**src/rtl/laser_host_if.sv**
```systemverilog
// Host-side bundle for laser_host: system table/command/result signals plus the engine link.
// slave = the host block itself; master = the system and engine that surround it.
interface laser_host_if;
  logic       WEN;
  logic [5:0] WADDR;
  logic [3:0] WX;
  logic [3:0] WY;
  logic       START;

  logic       LRST;
  logic [3:0] X;
  logic [3:0] Y;
  logic       DONE;
  logic [3:0] C1X;
  logic [3:0] C1Y;
  logic [3:0] C2X;
  logic [3:0] C2Y;

  logic       BUSY;
  logic       VALID;
  logic       TIMEOUT;
  logic [5:0] SCORE;
  logic [3:0] R1X;
  logic [3:0] R1Y;
  logic [3:0] R2X;
  logic [3:0] R2Y;

  modport slave (
    input  WEN, WADDR, WX, WY, START, DONE, C1X, C1Y, C2X, C2Y,
    output LRST, X, Y, BUSY, VALID, TIMEOUT, SCORE, R1X, R1Y, R2X, R2Y
  );

  modport master (
    output WEN, WADDR, WX, WY, START, DONE, C1X, C1Y, C2X, C2Y,
    input  LRST, X, Y, BUSY, VALID, TIMEOUT, SCORE, R1X, R1Y, R2X, R2Y
  );
endinterface

```
**src/rtl/laser_host.sv**
```systemverilog
// Drives the laser engine with a 40-point table, captures its two centers and scores coverage.
// START to VALID = 1+2+NPTS+wait+NPTS+1 cycles; START/WEN while BUSY are dropped, no other backpressure.
module laser_host #(
  parameter int NPTS      = 40,
  parameter int RADIUS_SQ = 16,
  parameter int TMO_W     = 20
) (
  input  logic        CLK,
  input  logic        RST,
  laser_host_if.slave bus
);

  typedef enum logic [2:0] {
    ST_IDLE,
    ST_ENG_RST,
    ST_FEED,
    ST_WAIT,
    ST_SCORE,
    ST_REPORT
  } state_t;

  localparam logic [5:0]       LAST_IDX = 6'(NPTS - 1);
  localparam logic [5:0]       NPTS_W   = 6'(NPTS);
  localparam logic [TMO_W-1:0] TMO_PRE  = {{(TMO_W-1){1'b1}}, 1'b0};

  state_t           state;
  state_t           state_nxt;

  logic [3:0]       tab_x [NPTS];
  logic [3:0]       tab_y [NPTS];
  logic [5:0]       idx;
  logic             eng_cnt;
  logic [TMO_W-1:0] tmo_cnt;
  logic [5:0]       acc;

  logic             lrst;
  logic [3:0]       x_q;
  logic [3:0]       y_q;
  logic             busy;
  logic             valid;
  logic             timeout;
  logic [5:0]       score;
  logic [3:0]       r1x;
  logic [3:0]       r1y;
  logic [3:0]       r2x;
  logic [3:0]       r2y;

  logic             start_ok;
  logic             done_take;
  logic             tmo_hit;
  logic             hit;

  // All arithmetic stays unsigned: |d| is 4 bits, d^2 8 bits, sum 9 bits.
  function automatic logic in_circle(input logic [3:0] px, input logic [3:0] py,
                                     input logic [3:0] cx, input logic [3:0] cy);
    logic [3:0] dx;
    logic [3:0] dy;
    logic [7:0] sx;
    logic [7:0] sy;
    logic [8:0] sum;
    dx  = (px >= cx) ? px - cx : cx - px;
    dy  = (py >= cy) ? py - cy : cy - py;
    sx  = {4'd0, dx} * {4'd0, dx};
    sy  = {4'd0, dy} * {4'd0, dy};
    sum = {1'b0, sx} + {1'b0, sy};
    return sum <= 9'(RADIUS_SQ);
  endfunction

  assign hit = in_circle(tab_x[idx], tab_y[idx], r1x, r1y) |
               in_circle(tab_x[idx], tab_y[idx], r2x, r2y);

  always_ff @(posedge CLK or posedge RST) begin
    if (RST) begin
      state <= ST_IDLE;
    end else begin
      state <= state_nxt;
    end
  end

  always_comb begin
    state_nxt = state;
    start_ok  = 1'b0;
    done_take = 1'b0;
    tmo_hit   = 1'b0;
    case (state)
      ST_IDLE: begin
        start_ok = bus.START;
        if (bus.START) state_nxt = ST_ENG_RST;
      end
      ST_ENG_RST: begin
        if (eng_cnt) state_nxt = ST_FEED;
      end
      ST_FEED: begin
        if (idx == LAST_IDX) state_nxt = ST_WAIT;
      end
      ST_WAIT: begin
        // DONE takes priority over a timeout landing on the same cycle.
        done_take = bus.DONE;
        tmo_hit   = !bus.DONE && (tmo_cnt == TMO_PRE);
        if (done_take) state_nxt = ST_SCORE;
        else if (tmo_hit) state_nxt = ST_IDLE;
      end
      ST_SCORE: begin
        if (idx == LAST_IDX) state_nxt = ST_REPORT;
      end
      ST_REPORT: begin
        state_nxt = ST_IDLE;
      end
      default: state_nxt = ST_IDLE;
    endcase
  end

  always_ff @(posedge CLK or posedge RST) begin
    if (RST) begin
      for (int i = 0; i < NPTS; i++) begin
        tab_x[i] <= 4'd0;
        tab_y[i] <= 4'd0;
      end
      idx     <= 6'd0;
      eng_cnt <= 1'b0;
      tmo_cnt <= '0;
      acc     <= 6'd0;
      lrst    <= 1'b1;
      x_q     <= 4'd0;
      y_q     <= 4'd0;
      busy    <= 1'b0;
      valid   <= 1'b0;
      timeout <= 1'b0;
      score   <= 6'd0;
      r1x     <= 4'd0;
      r1y     <= 4'd0;
      r2x     <= 4'd0;
      r2y     <= 4'd0;
    end else begin
      case (state)
        ST_IDLE: begin
          lrst    <= 1'b0;
          idx     <= 6'd0;
          eng_cnt <= 1'b0;
          // A write in the START cycle still lands, so the run sees it.
          if (bus.WEN && (bus.WADDR < NPTS_W)) begin
            tab_x[bus.WADDR] <= bus.WX;
            tab_y[bus.WADDR] <= bus.WY;
          end
          if (start_ok) begin
            busy    <= 1'b1;
            valid   <= 1'b0;
            timeout <= 1'b0;
          end
        end
        ST_ENG_RST: begin
          lrst    <= 1'b1;
          eng_cnt <= 1'b1;
        end
        ST_FEED: begin
          lrst    <= 1'b0;
          x_q     <= tab_x[idx];
          y_q     <= tab_y[idx];
          idx     <= (idx == LAST_IDX) ? 6'd0 : idx + 6'd1;
          tmo_cnt <= '0;
        end
        ST_WAIT: begin
          if (done_take) begin
            r1x     <= bus.C1X;
            r1y     <= bus.C1Y;
            r2x     <= bus.C2X;
            r2y     <= bus.C2Y;
            tmo_cnt <= '0;
            acc     <= 6'd0;
          end else if (tmo_hit) begin
            tmo_cnt <= '0;
            timeout <= 1'b1;
            busy    <= 1'b0;
            lrst    <= 1'b1;
          end else begin
            tmo_cnt <= tmo_cnt + TMO_W'(1);
          end
        end
        ST_SCORE: begin
          acc <= acc + {5'd0, hit};
          idx <= (idx == LAST_IDX) ? 6'd0 : idx + 6'd1;
        end
        ST_REPORT: begin
          score <= acc;
          valid <= 1'b1;
          busy  <= 1'b0;
          lrst  <= 1'b1;
        end
        default: ;
      endcase
    end
  end

  assign bus.LRST    = lrst;
  assign bus.X       = x_q;
  assign bus.Y       = y_q;
  assign bus.BUSY    = busy;
  assign bus.VALID   = valid;
  assign bus.TIMEOUT = timeout;
  assign bus.SCORE   = score;
  assign bus.R1X     = r1x;
  assign bus.R1Y     = r1y;
  assign bus.R2X     = r2x;
  assign bus.R2Y     = r2y;

endmodule

```
**src/flat_wrapper.sv**
```systemverilog
// flat-port wrapper written by rule: the top's interface ports become plain ports
module laser_host_flat 
#(
  parameter int NPTS      = 40,
  parameter int RADIUS_SQ = 16,
  parameter int TMO_W     = 20
)
  (CLK, RST, bus_WEN, bus_WADDR, bus_WX, bus_WY, bus_START, bus_DONE, bus_C1X, bus_C1Y, bus_C2X, bus_C2Y, bus_LRST, bus_X, bus_Y, bus_BUSY, bus_VALID, bus_TIMEOUT, bus_SCORE, bus_R1X, bus_R1Y, bus_R2X, bus_R2Y);
  laser_host_if bus_i ();
  input  logic CLK;
  input  logic RST;
  input wire logic [$bits(bus_i.WEN)-1:0] bus_WEN;
  input wire logic [$bits(bus_i.WADDR)-1:0] bus_WADDR;
  input wire logic [$bits(bus_i.WX)-1:0] bus_WX;
  input wire logic [$bits(bus_i.WY)-1:0] bus_WY;
  input wire logic [$bits(bus_i.START)-1:0] bus_START;
  input wire logic [$bits(bus_i.DONE)-1:0] bus_DONE;
  input wire logic [$bits(bus_i.C1X)-1:0] bus_C1X;
  input wire logic [$bits(bus_i.C1Y)-1:0] bus_C1Y;
  input wire logic [$bits(bus_i.C2X)-1:0] bus_C2X;
  input wire logic [$bits(bus_i.C2Y)-1:0] bus_C2Y;
  output wire logic [$bits(bus_i.LRST)-1:0] bus_LRST;
  output wire logic [$bits(bus_i.X)-1:0] bus_X;
  output wire logic [$bits(bus_i.Y)-1:0] bus_Y;
  output wire logic [$bits(bus_i.BUSY)-1:0] bus_BUSY;
  output wire logic [$bits(bus_i.VALID)-1:0] bus_VALID;
  output wire logic [$bits(bus_i.TIMEOUT)-1:0] bus_TIMEOUT;
  output wire logic [$bits(bus_i.SCORE)-1:0] bus_SCORE;
  output wire logic [$bits(bus_i.R1X)-1:0] bus_R1X;
  output wire logic [$bits(bus_i.R1Y)-1:0] bus_R1Y;
  output wire logic [$bits(bus_i.R2X)-1:0] bus_R2X;
  output wire logic [$bits(bus_i.R2Y)-1:0] bus_R2Y;
  assign bus_i.WEN = bus_WEN;
  assign bus_i.WADDR = bus_WADDR;
  assign bus_i.WX = bus_WX;
  assign bus_i.WY = bus_WY;
  assign bus_i.START = bus_START;
  assign bus_i.DONE = bus_DONE;
  assign bus_i.C1X = bus_C1X;
  assign bus_i.C1Y = bus_C1Y;
  assign bus_i.C2X = bus_C2X;
  assign bus_i.C2Y = bus_C2Y;
  assign bus_LRST = bus_i.LRST;
  assign bus_X = bus_i.X;
  assign bus_Y = bus_i.Y;
  assign bus_BUSY = bus_i.BUSY;
  assign bus_VALID = bus_i.VALID;
  assign bus_TIMEOUT = bus_i.TIMEOUT;
  assign bus_SCORE = bus_i.SCORE;
  assign bus_R1X = bus_i.R1X;
  assign bus_R1Y = bus_i.R1Y;
  assign bus_R2X = bus_i.R2X;
  assign bus_R2Y = bus_i.R2Y;
  laser_host #(.NPTS(NPTS), .RADIUS_SQ(RADIUS_SQ), .TMO_W(TMO_W)) u_core (.CLK(CLK), .RST(RST), .bus(bus_i));
endmodule
```
**config.mk**
```make
export PLATFORM = sky130hd
export DESIGN_NAME = laser_host_flat
export DESIGN_NICKNAME = d
export VERILOG_FILES = /design/src/rtl/laser_host_if.sv /design/src/rtl/laser_host.sv /design/src/flat_wrapper.sv
export SDC_FILE = /design/constraint.sdc
export NUM_CORES = 1
export LEC_CHECK = 0
export CAP_MARGIN = 20
export CELL_PAD_IN_SITES_DETAIL_PLACEMENT = 1
export CELL_PAD_IN_SITES_GLOBAL_PLACEMENT = 1
export CORE_MARGIN = 3
export CORE_UTILIZATION = 51
export CTS_CLUSTER_SIZE = 12
export DETAILED_ROUTE_END_ITERATION = 8
export PLACE_DENSITY = 0.84
export REMOVE_ABC_BUFFERS = 1
export SLEW_MARGIN = 5
export SYNTH_ARGS = -nofsm -noshare
export SYNTH_HDL_FRONTEND = slang
export SYNTH_SLANG_ARGS = --single-unit
```
**constraint.sdc**
```tcl
create_clock -name CLK -period 14.5 [get_ports CLK]
set_input_delay 1.45 -clock CLK [delete_from_list [all_inputs] [get_ports CLK]]
set_output_delay 1.45 -clock CLK [all_outputs]
set_load 0.05 [all_outputs]
```
==> results.py <==
metrics = {
    "final_layout": {
        "drive_gt1_share_pct": 27.0,
        "n_fill_cell": 4054,
        "multiInputGateArea_sq_um": 10400,
        "final_common_cell": "dfrtp_1",
        "final_cells": 2324,
        "nets": 1901,
        "stdcell_area_sq_um": 23400,
        "syn_to_final_growth_pct": 12.6,
        "final_cell_mix": "dfrtp_1, mux2_2, mux2i_1",
        "antenna_cells": 0,
        "regArea_sq_um": 9770,
    },
    "detailed_routing": {
        "antenna_left": 0,
        "wl_mm": 56.2,
        "vias": 14100,
        "drc_errors": 0,
        "via_per_inst": 6.07,
        "wl_per_cell_microns": 24.2,
        "drt_iter0_markers": 817,
        "first_pass_iters": 4,
    },
    "floorplanning": {
        "die-area_sq_um": 43200,
        "die_h_microns": 208,
        "row_count": 73,
        "floorplan.initialDensity_pct": 52.0,
        "fp.dieW_microns": 208,
        "coreArea_sq_um": 40000,
        "num_io_pins": 69,
    },
    "timing": {
        "period_share_pct": 67.8,
        "maxSlewViolCount": 0,
        "setup_violations": 0,
        "fin_hold_ws_ns": 0.492,
        "slew_headroom_pct": 27.8,
        "clock.fmax_mhz": 102,
        "finalCriticalPeriod_ns": 9.84,
        "finalHoldViolCount": 0,
        "tns_ns": 0,
        "fin_ws_ns": 4.66,
        "fin_skew_ns": 0.0241,
        "worst_slew_pin_slew_ns": 1.08,
        "rsz0062_at_grt": "false",
    },
    "grt": {
        "grt_pass1_wl_mm": 88.9,
        "first_global_vias": 15700,
        "gr-total-overflow": 0,
        "antenna_found_initial": 3,
        "track_usage_pct": 25.8,
        "grt_max_degree": 190,
    },
    "synthesis": {
        "synth_flop_cell": "dfrtp_1",
        "syn_area_sq_um": 20800,
        "synth_edf_count": 0,
        "ys_ff_latch": 390,
        "synthArstFlopShare_pct": 100,
        "yosysWarningCount": 0,
        "avgSynthCellArea_sq_um": 12.1,
        "yosysSeqAreaShare_pct": 46.9,
        "synthCells": 1724,
        "ys_types": 71,
    },
    "cts": {
        "hold_buffers": 0,
        "cts_max_path_buffers": 3,
        "cts_sinks": 390,
        "cts_setup_buffers": 0,
        "cts_htree_levels": 2,
        "clkLatencyLatePin_ns": 0.58,
        "cts_buffers": 44,
        "cts_tree": "done",
        "clk_pin_slew_ns": 0.06,
        "cts.repair.resized": 0,
        "cts-root-buf": "clkbuf_16",
    },
    "placed_design": {
        "dp_hpwl_mm": 37.6,
        "place_ws_ns": 4.74,
        "gp_congestion": 0.815,
        "placed_cells": 2245,
        "place_area_sq_um": 21900,
        "port_buffers": 68,
    },
    "pwr": {
        "ir_drop_mv": 0.289,
        "p_comb_share_pct": 56.6,
        "p_per_area_nw_per_um2": 236,
        "leakage_nw": 10.7,
        "p_int_w": 0.00314,
        "clkPwrFrac_pct": 20.3,
        "seqPwrFrac_pct": 23.1,
        "power.net_switching_w": 0.00239,
        "sw_frac_of_total_pct": 43.2,
    },
    "worst_hold_path": {
        "hp-class": "reg2reg",
        "worstHoldPathCells": 1,
        "holdPathEnd": "u_core.acc[5]",
        "worstHoldStart": "u_core.acc[5]",
    },
    "worst_setup_path": {
        "r2r_setup_slack_ns": 4.66,
        "rr_worst_depth": 31,
        "slowest_stage": "and2_1",
        "cp-end-kind": "register",
        "cpPeakStageDelay_ns": 0.84,
        "cp_max_fo": 36,
        "worstPathRequired_ns": 14.93,
        "path_buf_inv": 4,
        "cp_top_family": "adder cells",
        "cpMostUsedCell": "fa_1",
        "crit_type": "reg2reg",
        "arrival_ns": 10.26,
        "cp-start-kind": "register",
        "r2r-start": "u_core.idx[1]",
        "r2r_end": "u_core.acc[4]",
    },
    "run_status": {
        "status": "completed",
    },
    "run": {
        "drv_cap": 0,
    },
}
-- cell families (layout without fill, tap and decap cells) --
| logic type | after synthesis | after routing | share of synthesized area (%) |
|---|---|---|---|
| simple gates | 340 | 340 | 9.06 |
| buf+inv | 160 | 235 | 3.16 |
| compound gates | 220 | 220 | 7.07 |
| mux | 500 | 500 | 26.1 |
| fa+ha+maj | 97 | 97 | 6.92 |
| flops | 390 | 390 | 46.9 |
| xor+xnor | 17 | 17 | 0.716 |
-- final cells by class --
cell class                      count  share of cell area (%)
Sequential cell                   390                    41.7
Clock buffer                       67                    5.68
Multi-Input combinational cell   1174                    44.3
Tap cell                          525                    2.81
Clock inverter                      9                   0.545
Inverter                           67                    1.11
Timing Repair Buffer               92                    3.79
-- power groups by stage --
stage	Clock, W	Sequential [W]	Combinational, W
after floorplan	0	0.00140	0.00212
after global placement	0	0.00129	0.00287
after detailed placement	0	0.00129	0.00311
after CTS	0.00114	0.00128	0.00316
after global routing	0.00119	0.00129	0.00351
final	0.00113	0.00128	0.00313
-- sequential cells by signal (all words and copies together) (netlist names) --
register            count
u_core.bus.TIMEOUT      1
u_core.bus.BUSY         1
u_core.bus.VALID        1
u_core.state            3
u_core.bus.R2X          4
u_core.bus.LRST         1
u_core.tab_y          160
u_core.bus.X            4
u_core.tab_x          160
u_core.eng_cnt          1
u_core.acc              6
u_core.idx              6
u_core.bus.R2Y          4
u_core.tmo_cnt         20
u_core.bus.Y            4
u_core.bus.SCORE        6
u_core.bus.R1X          4
u_core.bus.R1Y          4
-- stage by stage --
step	util, %	total power (W)
after floorplan	-	0.00351
after global placement	54.8	0.00415
after detailed placement	54.8	0.00440
after CTS	58.4	0.00558
after global routing	58.5	0.00599
final	58.5	0.00553
-- routing by layer --
layer / track usage, % / wire, microns / vias to the layer above
met5: 0 / 26 / -
met3: 3.44 / 2310 / 113
met1: 33.4 / 23900 / 7415
met4: 9.07 / 1800 / 4
li1: - / - / 6233
met2: 44.7 / 28200 / 332
-- worst max-delay path by stage --
stage                          to  depth (start not counted)           from
global placement    u_core.acc[4]                         31  u_core.idx[1]
floorplan           u_core.acc[0]                          1            RST
detailed placement  u_core.acc[4]                         31  u_core.idx[1]
CTS                 u_core.acc[4]                         31  u_core.idx[1]
finish              u_core.acc[4]                         31  u_core.idx[1]
global route        u_core.acc[4]                         31  u_core.idx[1]
-- Yosys cell counts, drive strengths merged (18+ instances only) --
cell,n,share of area (%)
o21ai,34,0.82
a21o,18,0.65
and2,18,0.54
dfrtp,389,47
nand2,92,1.8
fa,30,2.9
inv,66,1.2
mux2,345,19
mux2i,155,7.5
a21oi,49,1.2
a22oi,52,1.9
ha,67,4.0
clkbuf,66,1.2
buf,27,0.76
nor2,82,2.2
nor2b,26,0.78
nand3,44,1.1
No activity file was read; power rests on OpenSTA's default activity.
